<file path="src/rtl/alarm_pkg.sv">
// Shared types and default timing constants for the alarm timer stage.
package alarm_pkg;

  typedef enum logic [2:0] {
    ST_IDLE     = 3'd0,
    ST_RING     = 3'd1,
    ST_RING_TO  = 3'd2,
    ST_SNOOZE   = 3'd3,
    ST_SNZ_DONE = 3'd4
  } alarm_state_t;

  localparam int RING_SECONDS_DEF = 60;
  localparam int SNZ_SECONDS_DEF  = 300;
  localparam int MAX_SNOOZE_DEF   = 3;

endpackage

</file>
<file path="src/rtl/sec_down_counter.sv">
// Saturating seconds down-counter; load has priority over decrement.
module sec_down_counter #(
  parameter int W = 9
) (
  input  logic         clk,
  input  logic         load,
  input  logic [W-1:0] load_val,
  input  logic         dec,
  output logic [W-1:0] value,
  output logic         zero
);

  assign zero = (value == '0);

  always_ff @(posedge clk) begin
    if (load) begin
      value <= load_val;
    end else if (dec && !zero) begin
      value <= value - W'(1);
    end
  end

endmodule

</file>
<file path="src/rtl/alarm_timer_unit.sv">
// Ring/snooze countdown timer between the 1 Hz timebase and the alarm control unit.
// Optional snooze allowance limit is built when SNOOZE_LIMIT_EN is defined.
//
// state       | meaning
// IDLE        | no alarm activity, both counters held at their load values
// RING        | alarm ringing, ring counter counting down
// RING_TO     | ring timeout reached, C0 high
// SNOOZE      | snooze period running, snooze counter counting down
// SNZ_DONE    | snooze period expired, CS0 high
module alarm_timer_unit
  import alarm_pkg::*;
#(
  parameter int RING_SECONDS = RING_SECONDS_DEF,
  parameter int SNZ_SECONDS  = SNZ_SECONDS_DEF,
  parameter int CNT_W        = 9,
  parameter int MAX_SNOOZE   = MAX_SNOOZE_DEF
) (
  input  logic             Clk,
  input  logic             Reset,
  input  logic             Tick,
  input  logic             EN_STOP,
  input  logic             EN_SNZ,
  output logic             C0,
  output logic             CS0,
  output logic [CNT_W-1:0] Secs_Left,
  output logic             Snz_Limit
);

  localparam logic [CNT_W-1:0] RING_INIT = CNT_W'(RING_SECONDS);
  localparam logic [CNT_W-1:0] SNZ_INIT  = CNT_W'(SNZ_SECONDS);
  localparam logic [CNT_W-1:0] ONE       = CNT_W'(1);

  if ((2 ** CNT_W) <= RING_SECONDS || (2 ** CNT_W) <= SNZ_SECONDS || MAX_SNOOZE < 0) begin : g_bad_param
    $error("alarm_timer_unit: CNT_W too small for the configured periods");
  end

  alarm_state_t     state, state_nxt;
  logic             ring_load, ring_dec, ring_zero;
  logic             snz_load, snz_dec, snz_zero;
  logic [CNT_W-1:0] ring_val, snz_val, ring_nxt, snz_nxt, snz_ld_val, secs_nxt;
  logic             snz_enter, limit_hit;

  always_comb begin
    state_nxt = state;
    ring_load = 1'b0;
    snz_load  = 1'b0;
    ring_dec  = 1'b0;
    snz_dec   = 1'b0;
    if (Reset) begin
      state_nxt = ST_IDLE;
      ring_load = 1'b1;
      snz_load  = 1'b1;
    end else begin
      unique case (state)
        ST_IDLE: begin
          ring_load = 1'b1;
          snz_load  = 1'b1;
          if (EN_SNZ)       state_nxt = ST_SNOOZE;
          else if (EN_STOP) state_nxt = ST_RING;
        end
        ST_RING, ST_RING_TO: begin
          if (EN_SNZ) begin
            state_nxt = ST_SNOOZE;
            snz_load  = 1'b1;
          end else if (!EN_STOP) begin
            state_nxt = ST_IDLE;
          end else if (state == ST_RING) begin
            ring_dec = Tick;
            if (ring_zero || (Tick && ring_val == ONE)) state_nxt = ST_RING_TO;
          end
        end
        ST_SNOOZE, ST_SNZ_DONE: begin
          if (!EN_SNZ) begin
            if (EN_STOP) begin
              state_nxt = ST_RING;
              ring_load = 1'b1;
            end else begin
              state_nxt = ST_IDLE;
            end
          end else if (state == ST_SNOOZE) begin
            snz_dec = Tick;
            if (snz_zero || (Tick && snz_val == ONE)) state_nxt = ST_SNZ_DONE;
          end
        end
        default: state_nxt = ST_IDLE;
      endcase
    end
  end

  assign snz_enter  = (state_nxt == ST_SNOOZE) && (state != ST_SNOOZE);
  // A limited entry loads zero so the snooze expires straight away.
  assign snz_ld_val = (snz_enter && limit_hit) ? '0 : SNZ_INIT;

  sec_down_counter #(.W(CNT_W)) u_ring_cnt (
    .clk      (Clk),
    .load     (ring_load),
    .load_val (RING_INIT),
    .dec      (ring_dec),
    .value    (ring_val),
    .zero     (ring_zero)
  );

  sec_down_counter #(.W(CNT_W)) u_snz_cnt (
    .clk      (Clk),
    .load     (snz_load),
    .load_val (snz_ld_val),
    .dec      (snz_dec),
    .value    (snz_val),
    .zero     (snz_zero)
  );

  // Post-edge counter values, so Secs_Left can be a plain register.
  assign ring_nxt = ring_load ? RING_INIT : ((ring_dec && !ring_zero) ? ring_val - ONE : ring_val);
  assign snz_nxt  = snz_load ? snz_ld_val : ((snz_dec && !snz_zero) ? snz_val - ONE : snz_val);

  always_comb begin
    secs_nxt = '0;
    unique case (state_nxt)
      ST_RING, ST_RING_TO:     secs_nxt = ring_nxt;
      ST_SNOOZE, ST_SNZ_DONE:  secs_nxt = snz_nxt;
      default:                 secs_nxt = '0;
    endcase
  end

  always_ff @(posedge Clk) begin
    if (Reset) begin
      state     <= ST_IDLE;
      C0        <= 1'b0;
      CS0       <= 1'b0;
      Secs_Left <= '0;
    end else begin
      state     <= state_nxt;
      C0        <= (state_nxt == ST_RING_TO);
      CS0       <= (state_nxt == ST_SNZ_DONE);
      Secs_Left <= secs_nxt;
    end
  end

`ifdef SNOOZE_LIMIT_EN
  localparam int             EW      = $clog2(MAX_SNOOZE + 2);
  localparam logic [EW-1:0]  ENT_MAX = EW'(MAX_SNOOZE);

  logic [EW-1:0] entries, entries_nxt;
  logic          stop_q, user_stop;

  // A falling EN_STOP outside a snooze is the user dismissing the alarm.
  assign user_stop = stop_q && !EN_STOP && !EN_SNZ;
  assign limit_hit = (entries >= ENT_MAX);

  always_comb begin
    entries_nxt = entries;
    if (user_stop) begin
      entries_nxt = '0;
    end else if (snz_enter && entries <= ENT_MAX) begin
      entries_nxt = entries + EW'(1);
    end
  end

  always_ff @(posedge Clk) begin
    if (Reset) begin
      stop_q    <= 1'b0;
      entries   <= '0;
      Snz_Limit <= 1'b0;
    end else begin
      stop_q    <= EN_STOP;
      entries   <= entries_nxt;
      Snz_Limit <= (entries_nxt > ENT_MAX);
    end
  end
`else
  assign limit_hit = 1'b0;
  assign Snz_Limit = 1'b0;
`endif

endmodule

</file>
<file path="config.mk">
export PLATFORM = sky130hd
export DESIGN_NAME = alarm_timer_unit
export DESIGN_NICKNAME = d
export VERILOG_FILES = /design/src/rtl/alarm_pkg.sv /design/src/rtl/sec_down_counter.sv /design/src/rtl/alarm_timer_unit.sv
export SDC_FILE = /design/constraint.sdc
export NUM_CORES = 1
export LEC_CHECK = 0
export CAP_MARGIN = 15
export CORE_MARGIN = 5
export CORE_UTILIZATION = 35
export DETAILED_ROUTE_END_ITERATION = 8
export PLACE_DENSITY = 0.62
export SYNTH_ARGS = -nofsm -noshare
export SYNTH_HDL_FRONTEND = slang
export SYNTH_SLANG_ARGS = --single-unit
</file>
<file path="constraint.sdc">
create_clock -name Clk -period 5.82 [get_ports Clk]
set_clock_uncertainty 0.05 [all_clocks]
set_input_delay 1.164 -clock Clk [delete_from_list [all_inputs] [get_ports Clk]]
set_output_delay 1.164 -clock Clk [all_outputs]
set_load 0.02 [all_outputs]
</file>
==> flow_summary.yaml <==
run_status:
  status: "finished, final reports clean"
global_routing:
  grt_pass1_vias: 1312
  grt_pass1_wl_um: 6292
  grtUsageTotal_pct: 12.51
  grt_max_degree: 14
  grt.overflow.total: 0
  grt_antenna_before_repair: 0
worst_hold_path:
  min_from: "u_snz_cnt.value[1]$_DFF_P_"
  hold_path_class: "reg2reg"
  min_path_cells: 2
  hold_path_end: "u_snz_cnt.value[1]$_DFF_P_"
worst_setup_path:
  cp_data_arrival_time_ns: 3.48
  ff2ff_setup_slack_ns: 3.32
  rr_endpoint: "Secs_Left[8]$_SDFF_PP0_"
  rr_worst_depth: 6
  r2r_start: "u_snz_cnt.value[3]$_DFF_P_"
  crit_path_frequent_cell: "o22ai_1"
  worstSetupStartpointType: "input port"
  crit_path_end_kind: "register"
  cp_max_fo: 9
  slowest_delay_ns: 0.63
  crit_slowest_cell: "clkdlybuf4s50_1"
  crit_chain: "clkdlybuf4s50_1, nand2b_1, o22ai_1, a2111oi_4, nor2_1, a21oi_1, o22ai_1"
  critPathKind: "in2reg"
  cp.required_ns: 5.91
timing:
  slew_viol_final: 0
  maxSlewHeadroom_pct: 42.10
  rsz0062_at_grt: "no"
  fmax_ghz: 0.2952
  fin_crit_sh_pct: 58.20
  worst_pin_slew_ns: 0.8618
  hold_viol: 0
  period_needed_ns: 3.387
  setup_viol: 0
  setup_tns_ns: 0
route:
  firstDrtPassIters: 4
  vias: 1370
  avgViaCountPerCell: 4.964
  drc: 0
  drtIter0Drc: 62
  antenna_left: 0
  finalWirelength_um: 3619
  wire_per_inst_um: 13.11
die:
  die_w_um: 80.44
  initial_utilization_pct: 36.29
  row_count: 25
  die_area_um2: 6471
  fp.dieH_um: 80.44
  io_pins: 17
  coreArea_um2: 4786
job:
  maxCapViolCount: 0
cts:
  clk_path_buf_depth: 2
  numCtsBuffers: 5
  postCtsSetupBuffers: 0
  h-tree-depth: 2
  cts_tree: "built"
  cts-root-buf: "clkbuf_8"
  cts_hold_buf: 0
  cts_sinks: 32
  clk_pin_slew_ns: 0.07
  clock_latency_ns: 0.29
  cts_resized: 0
logic_synthesis:
  synth.avg_cell_area_um2: 8.906
  yosysSeqAreaShare_pct: 36.89
  synth_nets: 206
  synth_area_um2: 1737
  synth_cell_types: 44
  synth-seq-cells: 32
  synthCells: 195
  synthArstFlopShare_pct: 0
  synth-edff-count: 0
  synth_ff_type: "dfxtp_1"
  ys_warn_count: 0
power:
  leakagePower_nw: 0.6980
  peakVddDrop_mv: 0.1503
  p_per_area_nw_per_um2: 263.7
final_layout:
  final_cells: 276
  fillers: 476
  antenna_cells: 0
  nNetsFinal: 219
  drive_gt1_share_pct: 8.612
  area_delta_synth_final_pct: 16.57
place:
  portBuffers: 15
  gp_congestion: 0.8564
  dpl.hpwl_um: 2840
  dp_cells: 268
==> sequential cells by signal, summed over array words and instances, names as in the netlist <==
| signal | count |
|---|---|
| u_ring_cnt.value | 9 |
| Secs_Left | 9 |
| CS0 | 1 |
| state | 3 |
| u_snz_cnt.value | 9 |
| C0 | 1 |
==> area by class of cell <==
cell class,count,area (µm²),area share [%]
tap,67,83.83,4.141
inverter,16,60.06,2.967
timing repair buffer,15,150.1,7.417
sequential,32,640.6,31.64
multi-input combinational,138,978.4,48.33
clock buffer,5,68.82,3.399
clock inverter,3,42.54,2.101
==> worst max-delay path by stage <==
stage | startpoint | endpoint | cells past startpoint
6_report | EN_SNZ | Secs_Left[8]$_SDFF_PP0_ | 7
5_1_grt | EN_SNZ | Secs_Left[4]$_SDFF_PP0_ | 7
4_1_cts | EN_SNZ | Secs_Left[4]$_SDFF_PP0_ | 7
3_5_place_dp | EN_SNZ | Secs_Left[8]$_SDFF_PP0_ | 7
3_3_place_gp | EN_SNZ | Secs_Left[4]$_SDFF_PP0_ | 7
2_1_floorplan | EN_SNZ | Secs_Left[8]$_SDFF_PP0_ | 7
==> power by group <==
group / switching (mW) / internal, mW / total (mW) / leakage [nW]
sequential: 0.00686 / 0.229 / 0.236 / 0.260
combinational: 0.0482 / 0.0356 / 0.0838 / 0.384
clock: 0.0873 / 0.127 / 0.214 / 0.0541
==> routing by layer <==
layer	part of all wire, %	global-route usage (%)
met5	0	0
met4	1.9	4.561
met3	3.4	3.475
met2	47	19.62
met1	48	16.28
==> metrics by stage <==
| step | total power, mW | setup WS, ns | area [µm²] | hold WS, ns | utilization (%) |
|---|---|---|---|---|---|
| 6_report | 0.5339 | 2.433 | 2024 | 0.5012 | 42.30 |
| 5_1_grt | 0.5596 | 2.254 | 2024 | 0.5687 | 42.30 |
| 4_1_cts | 0.5407 | 2.450 | 2024 | 0.5035 | 42.30 |
| 3_5_place_dp | 0.3258 | 2.138 | 1913 | 0.4866 | 39.97 |
| 3_3_place_gp | 0.3263 | 2.144 | 1913 | 0.4757 | 39.97 |
| 2_1_floorplan | 0.2986 | 2.951 | 1737 | 0.4434 | - |
==> kinds of logic (layout without fill, tap and decap cells) <==
group                    Yosys count  count (layout)  synth area share (%)
XOR/XNOR                          15              15                 7.564
other                              1               1                0.2159
flip-flops                        32              32                 36.89
AO/OA/AOI/OAI                     39              39                 16.86
adder cells (fa/ha/maj)            6               6                 4.323
buffers and inverters             25              39                 6.772
AND/OR/NAND/NOR                   77              77                 27.38
==> Yosys cell counts, types with 2 or more instances <==
master,n,area [µm²]
or3_1,6,37.54
nand3_1,6,30.03
a21o_1,8,60.06
or2_2,3,18.77
o32ai_1,4,35.03
buf_4,2,15.01
a31oi_1,3,18.77
nand4_1,6,37.54
ha_1,6,75.07
a311oi_1,2,17.52
nand2_1,9,33.78
dfxtp_1,32,640.6
nand4b_1,5,43.79
xnor2_1,5,43.79
a211oi_1,2,15.01
nor2_1,18,67.56
nor3_1,6,30.03
clkbuf_1,3,11.26
a21oi_1,6,30.03
nor4_4,2,42.54
and3_1,2,12.51
and2_1,6,37.54
xor2_1,10,87.58
buf_6,2,22.52
inv_1,16,60.06
nand2b_1,2,12.51
o22ai_1,6,37.54
==> worst max-delay path: cells and delay by family <==
family | cells | cell delay [ns]
buffers and inverters | 1 | 0.63
AOI/OAI and AO/OA | 4 | 1.31
and+or+nand+nor | 2 | 0.36
==> placed cells by master (no fill, tap or decap), types with 2 or more instances in the layout <==
cell type and n:
a211oi_1 2, a21o_1 8, a21oi_1 6, a311oi_1 2, a31oi_1 3, and2_1 6
and3_1 2, clkbuf_8 5, clkdlybuf4s50_1 15, dfxtp_1 32, ha_1 6, inv_1 16
nand2_1 9, nand2b_1 2, nand3_1 6, nand4_1 6, nand4b_1 5, nor2_1 18
nor3_1 6, nor4_4 2, o22ai_1 6, o32ai_1 4, or2_2 3, or3_1 6
xnor2_1 5, xor2_1 10
Note: power is estimated with default switching activity, not from simulation.
==> patch 1: new RTL, same flow settings <==
`CNT_W`: 9 -> 11.
--- a/src/rtl/alarm_timer_unit.sv
+++ b/src/rtl/alarm_timer_unit.sv
@@ -14,3 +14,3 @@
   parameter int SNZ_SECONDS  = SNZ_SECONDS_DEF,
-  parameter int CNT_W        = 9,
+  parameter int CNT_W        = 11,
   parameter int MAX_SNOOZE   = MAX_SNOOZE_DEF
Ports: changed (resized Secs_Left); port bits go from 17 to 19. The function was not compared with the original's and may differ.
==> patch 1 against the unedited design <==
- fmax increased by 0.72%
- area after synthesis grew 14%
- die area increased by 12%
- design area up 13%
- global-route usage is 1.8 points higher
- wire length increased by 34%
- sequential cell count increased by 6
- worst setup slack gained 0.024 ns
- power shrank 1.5%
- register-to-register slack gained 0.13 ns
- critical path type unchanged
==> patch 1: results (changes against the unedited design) <==
adder-cell area share of the yosys netlist: 0.0304 (-0.0128)
clock network area share: 0.0400 (-0.0150)
GRT Overall Usage: 0.143 (+0.0184)
setup slack of the worst register-to-register path: 3.45 ns (+0.13 ns)
fraction of cell area in non-clock buffers: 0.0746 (+0.000436)
total power: 526 uW (-1.5%)
number of multi-input logic gates: 158 (+14%)
GR Layer Usage met2: 0.210 (+0.0136)
filler instances: 567 (+19%)
total detailed-routing wirelength: 4.85 mm (+34%)
cell internal power dissipation: 386 uW (-1.4%)
buffers outside the clock class: 17 (+2)
via count of the first global-routing pass: 1,693 (+29%)
maximum number of pins on one net before global-route repair: 12 (-2)
GR Layer Usage met1: 0.195 (+0.0322)
start of the worst register-to-register path: u_ring_cnt.value[8]
quantity of I/O buffers inserted on ports: 17 (+2)
Synthesized Nets: 232 (+13%)
layout cells sized above 1: 0.0798 (-0.00629)
top post-synthesis cells by count: 38 x sky130_fd_sc_hd__dfxtp_1, 17 x sky130_fd_sc_hd__inv_1, 15 x sky130_fd_sc_hd__nor2_1
register fraction of the total cell area: 0.334 (+0.0171)
sequential cell area fraction in the yosys report: 0.385 (+0.0162)
run status: completed
wire length of the first global-routing pass: 8.32 mm (+32%)
share of cell area taken by multi-input logic gates: 0.484 (+0.00105)
clock network power: 194 uW (-9.3%)
Worst-Margin Slew: 0.674 ns (-0.188 ns)
Iter 0 DRT Violations: 106 (+71%)
Regs by FF count: Secs_Left x11, u_ring_cnt.value x11, u_snz_cnt.value x11
cell count of the worst reg-to-reg path: 5 (-1)
proportion of synthesized area in mux cells: 0.00570 (+0.00570)
total combinational power: 60.4 uW (-28%)
DPL Wire Length: 3.45 mm (+21%)
# placed instances: 302 (+13%)
worst r2r dst: Secs_Left[4]
final weighted congestion of routability-driven global placement: 0.850 (-0.74%)
number of non-clock inverters in the layout: 17 (+1)
met3 layer usage reported by global route: 0.0427 (+0.00797)
number of sinks driven by the clock tree: 38 (+19%)
met1 routed wirelength after detailed routing: 2.44 mm (+41%)
end point of the worst hold path: u_snz_cnt.value[10]
count of non-filler cells in the finished layout: 310 (+12%)
hold path startpoint: u_snz_cnt.value[10]
Leak: 0.000789 uW (+13%)
xor-xnor portion of the synthesized cell area: 0.0355 (-0.0402)
detailed-routed wire length on met3: 217 um (+76%)
placed cell areas: 2190 um2 (+14%)
Area contributors post-synth: sky130_fd_sc_hd__dfxtp_1 39%, sky130_fd_sc_hd__nand4_1 3.5%, sky130_fd_sc_hd__inv_1 3.2%
-- patch 1: changes by cell type after synthesis, sizes merged, moves of 5 or more --
cell | unedited run | this run
o21ai | 2 | 8
o22ai | 6 | 0
nand4 | 6 | 11
a32o | 0 | 5
nor4 | 2 | 7
dfxtp | 32 | 38
or4 | 0 | 5
xor2 | 10 | 4
-- patch 1: stage by stage --
step	hold WS [ns]	utilization
floorplan	0.376	-
global placement	0.390	0.398
detailed placement	0.394	0.398
CTS	0.406	0.414
global route	0.443	0.414
finish	0.414	0.414
-- patch 1: how the worst max path moves through the flow --
stage,end,slack [ns],depth (start not counted),startpoint
final,Secs_Left[6],2.46,6,EN_SNZ
after global routing,Secs_Left[6],2.28,6,EN_SNZ
after CTS,Secs_Left[6],2.50,6,EN_SNZ
after detailed placement,Secs_Left[6],2.20,6,EN_SNZ
after global placement,Secs_Left[6],2.24,6,EN_SNZ
after floorplan,Secs_Left[6],2.95,6,EN_SNZ
==> patch 2: new RTL, same flow settings <==
Without the edit above. The 5 states of `alarm_state_t` get a one-hot encoding in 5 bits.
--- a/src/rtl/alarm_pkg.sv
+++ b/src/rtl/alarm_pkg.sv
@@ -3,8 +3,8 @@
 
-  typedef enum logic [2:0] {
-    ST_IDLE     = 3'd0,
-    ST_RING     = 3'd1,
-    ST_RING_TO  = 3'd2,
-    ST_SNOOZE   = 3'd3,
-    ST_SNZ_DONE = 3'd4
+  typedef enum logic [4:0] {
+    ST_IDLE     = 5'b00001,
+    ST_RING     = 5'b00010,
+    ST_RING_TO  = 5'b00100,
+    ST_SNOOZE   = 5'b01000,
+    ST_SNZ_DONE = 5'b10000
   } alarm_state_t;
Behaviour: same outputs for any inputs over 10 cycles, from zero or initial values and one cycle with Reset high; not proved beyond that.
==> patch 2 against the unedited design <==
- highest routed layer unchanged
- worst setup slack got worse by 0.042 ns
- wire length increased by 32%
- power decreased by 8.3%
- design area increased by 10%
- first-iteration DRC count increased by 100%
- sequential share of layout area decreased by 1.2 points
- area after synthesis increased by 12%
- sequential cell count increased by 2
==> patch 2: results (changes against the unedited design) <==
# placed instances: 306 (+14%)
Compound-Gate Fraction of Synth Area: 0.221 (+0.0520)
maximum fanout count along the critical path: 8 (-1)
count of distinct cell types in the synthesized netlist: 48 (+9.1%)
VDD IR-drop max: 0.0000962 V (-36%)
Synthesized Nets: 241 (+17%)
post-DR wirelength/cell: 15.2 um (+16%)
fraction of power spent switching nets: 0.275 (+0.00859)
final weighted congestion of routability-driven global placement: 0.882 (+3.0%)
start of the worst register-to-register path: state[0]
setup slack of the worst register-to-register path: 3.12 ns (-0.20 ns)
GRT Overall Usage: 0.143 (+0.0184)
Slowest-stage cell, CP: sky130_fd_sc_hd__or4_1
register fraction of the total cell area: 0.305 (-0.0117)
Leak: 0.000829 uW (+19%)
multi-input logic area: 1100 um2 (+13%)
number of non-clock inverters in the layout: 31 (+15)
number of sinks driven by the clock tree: 34 (+6.3%)
clock network area share: 0.0426 (-0.0124)
buffer levels on the longest clock path: 2 (unchanged)
Worst EP arrival: 3.52 ns (+0.04 ns)
number of setup buffers added after CTS: 0 (unchanged)
adder-cell area share of the yosys netlist: 0.0386 (-0.00464)
number of iterations in the first detailed-routing pass: 4 (unchanged)
Worst-Margin Slew: 0.990 ns (+0.128 ns)
sequential cell area fraction in the yosys report: 0.350 (-0.0190)
wire length of the first global-routing pass: 8.45 mm (+34%)
number of multi-input logic gates: 154 (+12%)
CP Launch Point: Reset
top post-synthesis cells by count: 34 x sky130_fd_sc_hd__dfxtp_1, 30 x sky130_fd_sc_hd__inv_1, 14 x sky130_fd_sc_hd__nor3_1
buffers outside the clock class: 15 (unchanged)
gate family responsible for the most delay along the worst path: simple AND/OR/NAND/NOR gates
DPL Wire Length: 3.58 mm (+26%)
xor-xnor portion of the synthesized cell area: 0.00900 (-0.0666)
Iter 0 DRT Violations: 127 (+100%)
final-stage net count: 252 (+15%)
hold path startpoint: u_snz_cnt.value[5]
antenna violations before repair: 0 (unchanged)
mean number of vias per cell: 5.59 (+13%)
Area contributors post-synth: sky130_fd_sc_hd__dfxtp_1 35%, sky130_fd_sc_hd__inv_1 5.8%, sky130_fd_sc_hd__nor4_1 4.2%
number of diodes: 0 (unchanged)
number of clock-tree buffers in the layout: 6 (+1)
total detailed-routing wirelength: 4.76 mm (+32%)
FFs w/ async S/R, synth: 0 (unchanged)
CP max stage delay: 0.65 ns (+0.02 ns)
via count of the first global-routing pass: 1,737 (+32%)
proportion of synthesized area in mux cells: 0.0154 (+0.0154)
syn_area_per_cell: 8.46 um2 (-5.0%)
maximum number of pins on one net before global-route repair: 15 (+1)
run status: completed
fraction of cell area in non-clock buffers: 0.0672 (-0.00694)
layout cells sized above 1: 0.0661 (-0.0200)
filler instances: 525 (+10%)
clock latency on the worst-skew pair: 0.29 ns (about the same)
patch 2: cell types whose count changed after synthesis, moves of 6 or more:
cell	before	now
sky130_fd_sc_hd__nor3_1	6	14
sky130_fd_sc_hd__nor2_1	18	6
sky130_fd_sc_hd__o211ai_1	1	7
sky130_fd_sc_hd__o21ai_0	1	10
sky130_fd_sc_hd__inv_1	16	30
sky130_fd_sc_hd__xor2_1	10	2
sky130_fd_sc_hd__nor4_1	0	13
sky130_fd_sc_hd__o22ai_1	6	0
sky130_fd_sc_hd__or4_1	0	7
sky130_fd_sc_hd__a21o_1	8	0
patch 2: per-layer routing:
layer / track usage / share of wire / up-vias
li1: - / - / 891
met1: 0.196 / 0.49 / 832
met2: 0.220 / 0.47 / 24
met3: 0.0343 / 0.032 / 7
met4: 0.0518 / 0.010 / 0
met5: 0 / 0 / -
patch 2: power groups by stage:
| stage | clock, uW | combinational (uW) | sequential [uW] |
|---|---|---|---|
| finish | 188 | 57.0 | 245 |
| global route | 205 | 62.7 | 246 |
| CTS | 195 | 57.0 | 245 |
| detailed placement | 0 | 56.6 | 250 |
| global placement | 0 | 56.0 | 250 |
| floorplan | 0 | 37.0 | 250 |
patch 2: final timing paths:
path,to,cells past startpoint
worst max-delay path,Secs_Left[3],6
worst min-delay path,u_snz_cnt.value[5],3
worst max register to register,Secs_Left[5],5
worst min register to register,u_snz_cnt.value[5],3
patch 2: per-stage QoR:
stage	total power (uW)	worst slack [ns]	util	hold WS, ns	cell area, um2
after global placement	306	2.15	0.393	0.492	2140
final	490	2.39	0.411	0.506	2230
after global routing	514	2.19	0.411	0.548	2230
after detailed placement	307	2.09	0.393	0.504	2140
after floorplan	287	2.74	-	0.450	1950
after CTS	497	2.40	0.411	0.520	2230
